--- config.mk ---
export PLATFORM = sky130hd
export DESIGN_NAME = ksa
export DESIGN_NICKNAME = d
export VERILOG_FILES = /design/src/rtl/rc4_pkg.sv /design/src/rtl/ksa_key_sel.sv /design/src/rtl/ksa.sv
export SDC_FILE = /design/constraint.sdc
export NUM_CORES = 1
export LEC_CHECK = 0
export CORE_AREA = 2 2 64 90
export DETAILED_ROUTE_END_ITERATION = 12
export DIE_AREA = 0 0 66 92
export PLACE_DENSITY = 0.88
export REMOVE_ABC_BUFFERS = 1
export SLEW_MARGIN = 5
export SYNTH_ARGS = -nofsm -noshare
export SYNTH_HDL_FRONTEND = slang
export SYNTH_SLANG_ARGS = --single-unit
--- constraint.sdc ---
create_clock -name clk -period 3.4 [get_ports clk]
set_clock_uncertainty 0.1 [all_clocks]
set_input_delay 0.51 -clock clk [delete_from_list [all_inputs] [get_ports clk]]
set_output_delay 0.51 -clock clk [all_outputs]
set_load 0.005 [all_outputs]
--- src/rtl/rc4_pkg.sv ---
// Shared RC4 pipeline types and constants: memory geometry, key defaults and stage FSM encodings.
package rc4_pkg;

  localparam int unsigned MEM_DEPTH       = 256;
  localparam int unsigned KEY_BITS        = 24;
  localparam int unsigned KEY_LEN_DEFAULT = 3;

  typedef enum logic [2:0] {
    IDLE,
    RD_I,
    LATCH_I,
    RD_J,
    LATCH_J,
    WR_I,
    WR_J,
    DONE
  } ksa_state_t;

  typedef enum logic [1:0] {
    INIT_IDLE,
    INIT_FILL,
    INIT_DONE
  } init_state_t;

endpackage

--- src/rtl/ksa_key_sel.sv ---
// Key byte selector: a mod-KEY_LEN index that steps with i, muxing one byte out of the packed key.
module ksa_key_sel
  import rc4_pkg::*;
#(
  parameter int unsigned KEY_LEN = KEY_LEN_DEFAULT
) (
  input  logic                i_clk,
  input  logic                i_rst,
  input  logic                i_adv,
  input  logic [KEY_BITS-1:0] i_key,
  output logic [7:0]          o_key_byte
);

  localparam int unsigned    IdxW    = (KEY_LEN > 1) ? $clog2(KEY_LEN) : 1;
  localparam logic [IdxW-1:0] LastIdx = IdxW'(KEY_LEN - 1);

  logic [IdxW-1:0] r_idx;

  always_ff @(posedge i_clk) begin
    if (i_rst) begin
      r_idx <= '0;
    end else if (i_adv) begin
      r_idx <= (r_idx == LastIdx) ? '0 : r_idx + 1'b1;
    end
  end

  // Byte 0 is the most significant byte of the key; KEY_LEN must not exceed KEY_BITS/8.
  always_comb begin
    o_key_byte = '0;
    for (int unsigned k = 0; k < KEY_LEN; k++) begin
      if (r_idx == IdxW'(k)) begin
        o_key_byte = i_key[KEY_BITS-1-8*k -: 8];
      end
    end
  end

endmodule

--- src/rtl/ksa.sv ---
// RC4 key-scheduling stage: 256 read/read/write/write swap iterations over an external S memory.
module ksa
  import rc4_pkg::*;
#(
  parameter int unsigned KEY_LEN = KEY_LEN_DEFAULT
) (
  input  logic                clk,
  input  logic                rst,
  input  logic                start,
  input  logic [KEY_BITS-1:0] secret_key,
  input  logic [7:0]          s_q,
  output logic [7:0]          s_address,
  output logic [7:0]          s_data,
  output logic                s_wren,
  output logic                done
);

  localparam logic [7:0] LastIdx = 8'(MEM_DEPTH - 1);

  ksa_state_t r_state;
  logic [7:0] r_i;
  logic [7:0] r_j;
  logic [7:0] r_si;
  logic [7:0] r_sj;

  logic [7:0] w_key_byte;
  logic [7:0] w_j_next;
  logic       w_key_adv;

  assign w_j_next  = r_j + s_q + w_key_byte;
  assign w_key_adv = (r_state == WR_J) && (r_i != LastIdx);

  ksa_key_sel #(
    .KEY_LEN (KEY_LEN)
  ) u_key_sel (
    .i_clk      (clk),
    .i_rst      (rst),
    .i_adv      (w_key_adv),
    .i_key      (secret_key),
    .o_key_byte (w_key_byte)
  );

  // Outputs are registered on the transition into each state, so they hold for that state's cycle.
  always_ff @(posedge clk) begin
    if (rst) begin
      r_state   <= IDLE;
      r_i       <= '0;
      r_j       <= '0;
      r_si      <= '0;
      r_sj      <= '0;
      s_address <= '0;
      s_data    <= '0;
      s_wren    <= 1'b0;
      done      <= 1'b0;
    end else begin
      s_address <= r_i;
      s_data    <= '0;
      s_wren    <= 1'b0;
      unique case (r_state)
        IDLE: begin
          if (start) r_state <= RD_I;
        end
        RD_I: begin
          r_state <= LATCH_I;
        end
        LATCH_I: begin
          r_si      <= s_q;
          r_j       <= w_j_next;
          s_address <= w_j_next;
          r_state   <= RD_J;
        end
        RD_J: begin
          r_state <= LATCH_J;
        end
        LATCH_J: begin
          r_sj    <= s_q;
          s_data  <= s_q;
          s_wren  <= 1'b1;
          r_state <= WR_I;
        end
        WR_I: begin
          s_address <= r_j;
          s_data    <= r_si;
          s_wren    <= 1'b1;
          r_state   <= WR_J;
        end
        WR_J: begin
          if (r_i == LastIdx) begin
            done    <= 1'b1;
            r_state <= DONE;
          end else begin
            r_i       <= r_i + 8'd1;
            s_address <= r_i + 8'd1;
            r_state   <= RD_I;
          end
        end
        DONE: begin
          done <= 1'b1;
        end
        default: begin
          r_state <= IDLE;
        end
      endcase
    end
  end

endmodule

# Word level (Yosys, flattened, before mapping)
# Index checks and enable logic that the tools add are counted.
# word_totals
ff_bits,47
in_bits,35
output_inout_bits,18
# classes
n_addsub,4
n_eq_ne,13
mux,13
n_reduce_logical,8
# op_table
operator,count
two-way mux 8 bit,4
case mux 8 bit (3 select lines),1
case mux 3 bit (7 select lines),1
adder 8 bit,2
case mux 8 bit (2 select lines),1
== test 3 bit (second input constant),4
adder 8 x 1 -> 8 bit (second input constant),1
== test 8 bit (second input constant),1
!= test 8 bit (second input constant),1
nonzero test 7 bit,1
== test 3 x 2 -> 1 bit (second input constant),2
two-way mux 3 bit,2
AND reduction 2 bit,2
== test 3 x 1 -> 1 bit (second input constant),1
zero test 3 bit,1
adder 2 x 1 -> 2 bit (second input constant),1
== test 2 x 1 -> 1 bit (second input constant),1
== test 2 bit (second input constant),1
zero test 2 bit,1
two-way mux 1 bit,2
two-way mux 2 bit,1
!= test 2 x 1 -> 1 bit (second input constant),1
!= test 2 bit (second input constant),1
case mux 1 bit (2 select lines),1
3 further kinds,3

# Depth between registers and ports, before layout
# Gate-level depths: netlist (run 1).
# logic_depth
word_depth,6
mapped_depth,13

# Hierarchy
# From an unflattened synthesis (run 1), not the netlist that was laid out.
# unflattened
hier_cells,324
area_unflattened_um2,2792.7
# by_module_without_submodules
mod,n_inst,cells_each,area_each_um2
ksa,1,296,2527.4
ksa_key_sel,1,28,265.3

# Least setup slack after synthesis (run 1)
# OpenSTA, ideal clock, no wires.
# synth_timing
path_kind,register to register
startpoint,register u_key_sel.r_idx[1]
endpoint,register r_j[7]
setup_ns,0.086
arrival_ns,2.923
t_required_ns,3.214
setup_slack_ns,0.292
stages_incl_launch_ff,13
path_buffers,1
synth_period_minus_slack_ns,3.108
cell_sequence,dfxtp_1 buf_1 mux2i_1 o21ai_0 fa_1 ha_1 inv_1 fa_1 nor2b_1 o31a_1 o22ai_1 xnor2_1 a211oi_1
# synth_via
elab_chain_cells,5
word_cells_on_any_way,7
# synth_rtl
element,line,source
"start, declared",ksa_key_sel.sv:17,logic [IdxW-1:0] r_idx;
"start signal, assigned",ksa_key_sel.sv:23,r_idx <= (r_idx == LastIdx) ? '0 : r_idx + 1'b1;
zero test 2 bit,ksa_key_sel.sv:31,if (r_idx == IdxW'(k)) begin
two-way mux 8 bit (2 in a row),ksa_key_sel.sv:31,
two-way mux 8 bit *,ksa_key_sel.sv:31,
adder 8 bit *,ksa.sv:30,assign w_j_next = r_j + s_q + w_key_byte;
"end signal, assigned",ksa.sv:68,r_j <= w_j_next;
"end, declared",ksa.sv:22,logic [7:0] r_j;
# Mark *: on every way between the ends. The rest lies on a longest branch, timed or not.
# A chain may end at the register's enable or synchronous reset.

# Final worst setup path (run 1)
# Same ends and word-level chain as after synthesis.

==> results of run 1 <==
## per-layer routing
metal  vias to the layer above  GRT usage (%)
met5                         -              0
met4                         0          8.163
met3                        10          2.822
met2                        70          40.40
met1                      1153          27.27
li1                       1216              -
## worst max-delay path, cell delays in order (launching register included)
cell and delay [ns]:
dfxtp_1 0.42, buf_4 0.22, mux2i_1 0.20, o21ai_0 0.12, fa_1 0.52, inv_1 0.06
fa_1 0.43, nor2b_1 0.25, o31a_1 0.21, o22ai_1 0.13, xnor2_1 0.14, a211oi_1 0.22
## synth_stat cells (2+ instances only)
cell type  number  share of area, %
clkbuf_1       12               1.7
inv_1          11               1.5
fa_1            8               6.0
o211ai_1        4               1.1
nor3b_1         2              0.56
nor4_1          2              0.47
a31oi_1         4              0.94
xnor2_1         5               1.6
mux2i_1        17               6.4
nor3_1          8               1.5
a211oi_1        6               1.7
dfxtp_1        47                35
a32o_1          2              0.75
nand3_1         9               1.7
nand2b_1        3              0.70
o31a_1          2              0.65
or3_1           2              0.47
nor2b_1         4              0.94
o21ai_0        16               3.0
nand2_1        46               6.5
buf_2           8               1.5
ha_1            7               3.3
a311oi_1        2              0.65
xor2_1          2              0.65
and4_1          2              0.65
nor2_1         34               4.8
nand3b_1        5               1.4
a21oi_1        27               5.1
and2_1          3              0.70
## final timing paths
check / end / slack (ns)
setup / recovery: r_j[7] / 0.29
hold reg to reg: done / 0.35
hold / removal: done / 0.35
setup reg to reg: r_j[7] / 0.29
## area by class of cell
type	count	area (sq um)	area share [%]
inverters	11	41.29	1.247
clock inverters	3	23.77	0.7181
flip-flops and latches	47	940.9	28.42
clock buffers	5	68.82	2.079
well taps	68	85.08	2.570
multi-input cells	243	1585	47.88
repair buffers	58	565.5	17.08
## logic make-up after synthesis
| group | after synthesis | synth area share (%) |
|---|---|---|
| simple gates | 131 | 24.23 |
| compound gates | 73 | 17.12 |
| buf+inv | 34 | 5.566 |
| flops | 47 | 35.17 |
| fa+ha+maj | 15 | 9.261 |
| mux | 17 | 6.361 |
| xor+xnor | 7 | 2.292 |
## power by group
group          switching [uW]  total, uW  internal [uW]
sequential               34.2        613            579
clock                     208        356            147
combinational             160        324            164
total                     402       1290            890
## stage by stage
step	cells	power (uW)	cell area [sq um]	setup WS (ns)	hold WS (ns)
2_1_floorplan	301	819.4	2567	0.3728	0.3300
3_3_place_gp	427	931.3	3218	0.09134	0.3383
3_5_place_dp	427	945.5	3218	0.005380	0.3412
4_1_cts	435	1290	3311	0.2901	0.3545
5_1_grt	435	1357	3311	0.03671	0.3771
6_report	435	1293	3311	0.2884	0.3487
## sequential cells by signal, indices dropped and copies added, names as in the netlist, 2 cells and up
| signal | count |
|---|---|
| r_i | 8 |
| r_j | 8 |
| r_si | 8 |
| s_address | 8 |
| s_data | 8 |
| r_state | 3 |
| u_key_sel.r_idx | 2 |
==> out/results.tsv, run 1 <==
metric	value	unit
yosysWarnings	0	
overflow	0	
io_buffers	52	
leakagePower	0.001162	uW
crit_start	u_key_sel.r_idx[1]	
ys_seq_area_share	35.17	%
hold_path_class	reg2reg	
fp.dieH	92	um
finalCriticalPeriod	3.112	ns
cp-end-kind	register	
synth_area	2675	sq um
async_flop_share	0	%
grt_max_degree	21	
clk_path_buf_depth	2	
cts_setup_buffers	0	
cts_tree	built	
clk_latency	0.31	ns
routed_wl	6.209	mm
setup_viol	0	
fp.dieW	66	um
layout-drive-gt1-share	5.722	%
fin_crit_sh	91.52	%
cts_hold_buf	0	
cts_buffers	5	
wl_met2	3.300	mm
timing.rr.start	u_key_sel.r_idx[1]	
reg2reg_depth	11	
final_max_slew_viol_count	0	
synth_ff_type	dfxtp_1	
cap_violations	0	
core	5365	sq um
route.met3.wl	252	um
netlist-cell-type-count	53	
crit_required	3.53	ns
grt_pass1_wl	10.81	mm
power_density	390.5	nW/um^2
vdd_drop_max	0.0002164	V
ios	53	
cts.sinks	47	
worst_pin_slew	0.7859	ns
finalHoldViolations	0	
ys_ff_latch	47	
start_util	49.86	%
drc	0	
nNetsFinal	416	
min_path_cells	2	
maxSlewHeadroom	47.54	%
synth_edf_count	0	
rows	32	
status	finished, final reports clean	
route.detailed.wl_per_inst	14.27	um
area_growth	23.76	%
timing.setup.tns	0	ns
synthCells	324	
die_area	6072	sq um
antenna_found_initial	0	
route.antenna.remaining_nets	0	
fin_util	61.71	%
synth_area_per_cell	8.256	sq um
grtUsageTotal	22.64	%
m1WireLength	2.509	mm
vias_per_cell	5.630	
firstDrtPassIters	5	
drt_iter0_markers	154	
hpwl	4.751	mm
n_fill_cell	476	
grt_pass1_vias	2380	
clockRootBuffer	clkbuf_8	
crit_arrival	3.24	ns
cts-resized-gates	0	
cp_max_fo	9	
layout_common_cells	clkdlybuf4s50_1 (52), dfxtp_1 (47), nand2_1 (46), nor2_1 (34), a21oi_1 (27)	
clkTransAtPathRegs	0.09	ns
vias	2449	
layout_commonest_cell	clkdlybuf4s50_1	
crit_path_start_kind	register	
dr.max_layer_used	met4	
place.gp.congestion	0.9561	
num_antenna_cells	0	
htreeDepth	2	
worstSetupPathType	reg2reg	
rsz0062_at_grt	false	
clock.fmax	321.4	MHz
hp-start	done	
Note: power is estimated with default switching activity, not from simulation.
==> run 2, diff against run 1 <==
--- a/config.mk
+++ b/config.mk
@@ -5,10 +5,11 @@
 export SDC_FILE = /design/constraint.sdc
 export NUM_CORES = 1
 export LEC_CHECK = 0
+export ABC_AREA = 1
 export CORE_AREA = 2 2 64 90
 export DETAILED_ROUTE_END_ITERATION = 12
 export DIE_AREA = 0 0 66 92
-export PLACE_DENSITY = 0.88
+export PLACE_DENSITY = 0.86
 export REMOVE_ABC_BUFFERS = 1
 export SLEW_MARGIN = 5
 export SYNTH_ARGS = -nofsm -noshare
==> out/results.tsv, run 2 <==
metric	value	unit
status	finished, final reports clean	
grt_max_degree	34	
crit_arrival	2.95	ns
clkTransAtPathRegs	0.09	ns
leakagePower	0.001454	uW
n_fill_cell	468	
drc	0	
synth_area	2596	sq um
io_buffers	52	
cts_tree	built	
layout_commonest_cell	nand2_1	
met2_usage	38.55	%
fin_cells	484	
crit_required	3.48	ns
rsz0062_at_grt	false	
worstSetupPathType	reg2reg	
crit_slowest_cell	fa_1	
cts_setup_buffers	0	
vias_per_cell	5.233	
timing.setup.tns	0	ns
firstDrtPassIters	5	
finalHoldViolations	0	
drt_iter0_markers	136	
grt_pass1_vias	2303	
clk_path_buf_depth	2	
grt_most_used_layer	met2	
overflow	0	
antenna_found_initial	0	
cp-end-kind	register	
crit_family	simple AND/OR/NAND/NOR gates	
finalCriticalPeriod	2.863	ns
routed_wl	6.209	mm
clock.fmax	349.3	MHz
hold_path_class	reg2reg	
path_cells	inv_1, nor2_1, nand2_1, nand3_1, fa_1, ha_1, nand2_1, or2_2, nand3_1, nand2_1, nand3_1, a21oi_1	
rrSetupSlack	0.54	ns
vias	2533	
start_util	48.39	%
rows	32	
synth_edf_count	0	
die_area	6072	sq um
area_growth	26.84	%
cts_hold_buf	0	
grt_pass1_wl	10.21	mm
clk_latency	0.31	ns
grt_util_met3	3.067	%
ys_ff_latch	47	
layout-drive-gt1-share	7.212	%
ios	53	
setup_viol	0	
core	5365	sq um
netlist-cell-type-count	31	
maxSlewHeadroom	57.87	%
worst_pin_slew	0.6311	ns
placedCellCount	476	
grtUsageMet1	25.16	%
slowest_delay	0.44	ns
synth_ff_type	dfxtp_1	
layout_common_cells	nand2_1 (91), clkdlybuf4s50_1 (52), dfxtp_1 (47), inv_1 (38), nand3_1 (36)	
yosysWarnings	0	
synthTopCellsByCount	nand2_1 (91), dfxtp_1 (47), inv_1 (38)	
ys_seq_area_share	36.24	%
min_path_cells	2	
cp_max_fo	7	
place.gp.congestion	0.8771	
htreeDepth	2	
cts_buffers	5	
synthCells	364	
reg2reg_depth	12	
grtUsageTotal	21.58	%
async_flop_share	0	%
fp.dieW	66	um
cts.sinks	47	
route.antenna.remaining_nets	0	
crit_path_start_kind	register	
cap_violations	0	
power_density	398.2	nW/um^2
hpwl	4.752	mm
final_max_slew_viol_count	0	
clockRootBuffer	clkbuf_8	
fin_util	61.38	%
yosysMostFrequentCell	nand2_1	
cp.depth	12	
synth_area_per_cell	7.133	sq um
vdd_drop_max	0.0002752	V
fp.dieH	92	um
synth_top_cell_area_share	36.24	%
num_antenna_cells	0	
critPathBufInv	1	
ys_top_cells_by_area	dfxtp_1 (36%), nand2_1 (13%), nand3_1 (6.9%)	
cts-resized-gates	0	
fin_crit_sh	84.19	%
yosysTopAreaCell	dfxtp_1	
nNetsFinal	465	
route.detailed.wl_per_inst	12.83	um
[run 2: changes by cell type in the layout (fill, tap and decap cells not counted), moves of 4 or more]
cell      delta
nand3_1     +27
a211oi_1     -4
inv_1       +27
nand2_1     +45
a21oi_1      +8
nor2b_1      -4
o21ai_1      +4
nand3b_1     -5
mux2i_1     -17
inv_2        +5
buf_4        -5
nor3_1       -4
[run 2: logic make-up after synthesis]
logic type	share of synthesized area, %
buf+inv	7.904
fa+ha+maj	9.542
xor+xnor	1.012
flops	36.24
simple gates	32.39
compound gates	12.92
[run 2: path summary, 6_finish.rpt]
kind,startpoint,end
max reg2reg,u_key_sel.r_idx[0],r_j[6]
min reg2reg,r_si[1],s_data[1]
min,r_si[1],s_data[1]
max,u_key_sel.r_idx[0],r_j[6]
[run 2: area by class of cell]
type                    instances  area [sq um]  share of cell area (%)
multi-input cells             264          1450                   44.03
flip-flops and latches         47         940.9                   28.57
repair buffers                 53         528.0                   16.03
inverters                      44         167.7                   5.091
well taps                      68         85.08                   2.584
clock buffers                   6         82.58                   2.508
clock inverters                 2         38.79                   1.178
[run 2: tightest hold or removal path, stage by stage (launching register included)]
cell     delay, ns
dfxtp_1       0.31
nand2_1       0.06
a21oi_1       0.05
[run 2: routing by layer]
metal,wire [um],up-vias
met1,2413,1134
met2,3299,104
met3,341,12
met4,154,0
li1,-,1283
met5,0,-
[run 2: metrics by stage]
stage               total power (uW)  hold WS, ns  setup WS, ns  instance area (sq um)
finish                          1311       0.3660        0.5375                   3293
global route                    1382       0.3984        0.2569                   3293
CTS                             1320       0.3679        0.5437                   3293
detailed placement             882.5       0.3555        0.3646                   3172
global placement               870.0       0.3481        0.4095                   3172
floorplan                      775.8       0.3314        0.8698                   2559
[run 2: report_power, final]
group	switching, uW	internal (uW)
clock network	197	242
logic	151	126
registers	19.6	576
total	368	944
==> run 3, diff against run 2 <==
==> constraint.sdc (replaced) <==
create_clock -name clk -period 2.8 [get_ports clk]
set_clock_uncertainty 0.1 [all_clocks]
set_input_delay 0.42 -clock clk [delete_from_list [all_inputs] [get_ports clk]]
set_output_delay 0.42 -clock clk [all_outputs]
set_load 0.005 [all_outputs]
==> out/results.tsv, run 3 (synthesis gave the netlist of run 2 again) <==
metric	value	unit
vias	2583	
crit_slowest_cell	fa_1	
clockPowerShare	28.0	%
worst_pin_slew	0.6461	ns
core	5365	sq um
leakagePower	0.001489	uW
slowest_delay	0.52	ns
hold_path_class	reg2reg	
rsz0062_at_grt	false	
die_area	6072	sq um
setup_viol	0	
vdd_drop_max	0.0003067	V
maxSlewHeadroom	56.87	%
timing.setup.tns	0	ns
drc	0	
clock.fmax	376.8	MHz
power_frac_comb	23.9	%
firstDrtPassIters	6	
finalHoldViolations	0	
p_total	1501	uW
rows	32	
clockRootBuffer	clkbuf_8	
grt_pass1_vias	2530	
cts_buffers	5	
final.setup.worst_slack	0.1460	ns
n_fill_cell	468	
layout_common_cells	nand2_1 (90), clkdlybuf4s50_1 (52), dfxtp_1 (45)	
power_density	447.1	nW/um^2
fp.dieH	92	um
finalCriticalPeriod	2.654	ns
area_growth	29.35	%
vias_per_cell	5.250	
overflow	0	
grtUsageTotal	23.16	%
grt_max_degree	33	
layout-drive-gt1-share	11.56	%
ios	53	
io_buffers	52	
worstSetupPathType	reg2reg	
crit_arrival	2.77	ns
cts_tree	built	
fin_crit_sh	94.79	%
place.gp.congestion	0.8804	
path_cells	inv_2, nor2_1, buf_4, nand2_2, nand3_2, fa_1, ha_2, inv_2, fa_2, nor2_2, nor2_1, xnor2_1, nand2_1, nand3_1, nand2_1, inv_1	
cp_max_fo	3	
cp-end-kind	register	
cts_hold_buf	0	
nNetsFinal	473	
grt_pass1_wl	10.81	mm
antenna_found_initial	0	
num_antenna_cells	0	
power_switching	458.9	uW
clk_latency	0.32	ns
status	finished, final reports clean	
place_worst_setup_slack	-0.1553	ns
crit_required	2.92	ns
power.share.switching	30.57	%
p_seq_share	48.1	%
cts.sinks	47	
hpwl	4.748	mm
clkTransAtPathRegs	0.09	ns
cap_violations	0	
internal-power	1042	uW
fp.dieW	66	um
rrSetupSlack	0.15	ns
route.detailed.wl_per_inst	12.96	um
drt_iter0_markers	141	
route.antenna.remaining_nets	0	
layout_commonest_cell	nand2_1	
htreeDepth	2	
crit_path_start_kind	register	
routed_wl	6.378	mm
start_util	48.39	%
clk_path_buf_depth	2	
final_max_slew_viol_count	0	
## run 3: worst paths after layout
path / start / end / cells past startpoint
setup / recovery: u_key_sel.r_idx[0] / s_address[5] / 16
hold / removal: r_si[4] / s_data[4] / 2
hold reg to reg: r_si[4] / s_data[4] / 2
setup reg to reg: u_key_sel.r_idx[0] / s_address[5] / 16
## run 3: worst max-delay path, delay by kind of cell (launching register included)
kind | cells | cell delay [ns]
buf+inv | 4 | 0.28
xor+xnor | 1 | 0.12
simple gates | 8 | 0.59
fa+ha+maj | 3 | 1.11
flops | 1 | 0.34
## run 3: layout make-up
type                    count  area (sq um)  area share (%)
clock buffers               5         68.82           2.049
clock inverters             3         18.77          0.5589
inverters                  44         167.7           4.993
multi-input cells         264          1480           44.08
flip-flops and latches     47         945.9           28.17
well taps                  68         85.08           2.534
repair buffers             61         591.8           17.62
## run 3: repair_timing
action,CTS,global route
setup buffers,0,1
hold endpoints to repair,0,0
resized for setup,0,16
endpoints found under the setup margin,0,11
## run 3: routing by layer
| metal | global-route usage [%] | wire, um | share of wire [%] |
|---|---|---|---|
| met3 | 4.294 | 329 | 5.2 |
| met5 | 0 | 0 | 0 |
| met4 | 13.27 | 180 | 2.8 |
| met2 | 39.81 | 3355 | 53 |
| met1 | 26.16 | 2513 | 39 |
## run 3: power groups by stage
stage | clock network (uW) | logic (uW) | registers, uW
after floorplan | 0 | 208 | 734
after global placement | 0 | 334 | 737
after detailed placement | 0 | 346 | 738
after CTS | 426 | 349 | 723
after global routing | 458 | 407 | 727
final | 421 | 358 | 722
## run 3: through the flow
stage / util [%] / hold slack, ns / instances / cell area [sq um]
final: 62.59 / 0.3636 / 492 / 3358
after global routing: 62.59 / 0.4039 / 492 / 3358
after CTS: 61.73 / 0.3652 / 491 / 3312
after detailed placement: 60.10 / 0.3513 / 483 / 3224
after global placement: 60.10 / 0.3474 / 483 / 3224
after floorplan: - / 0.3314 / 355 / 2559
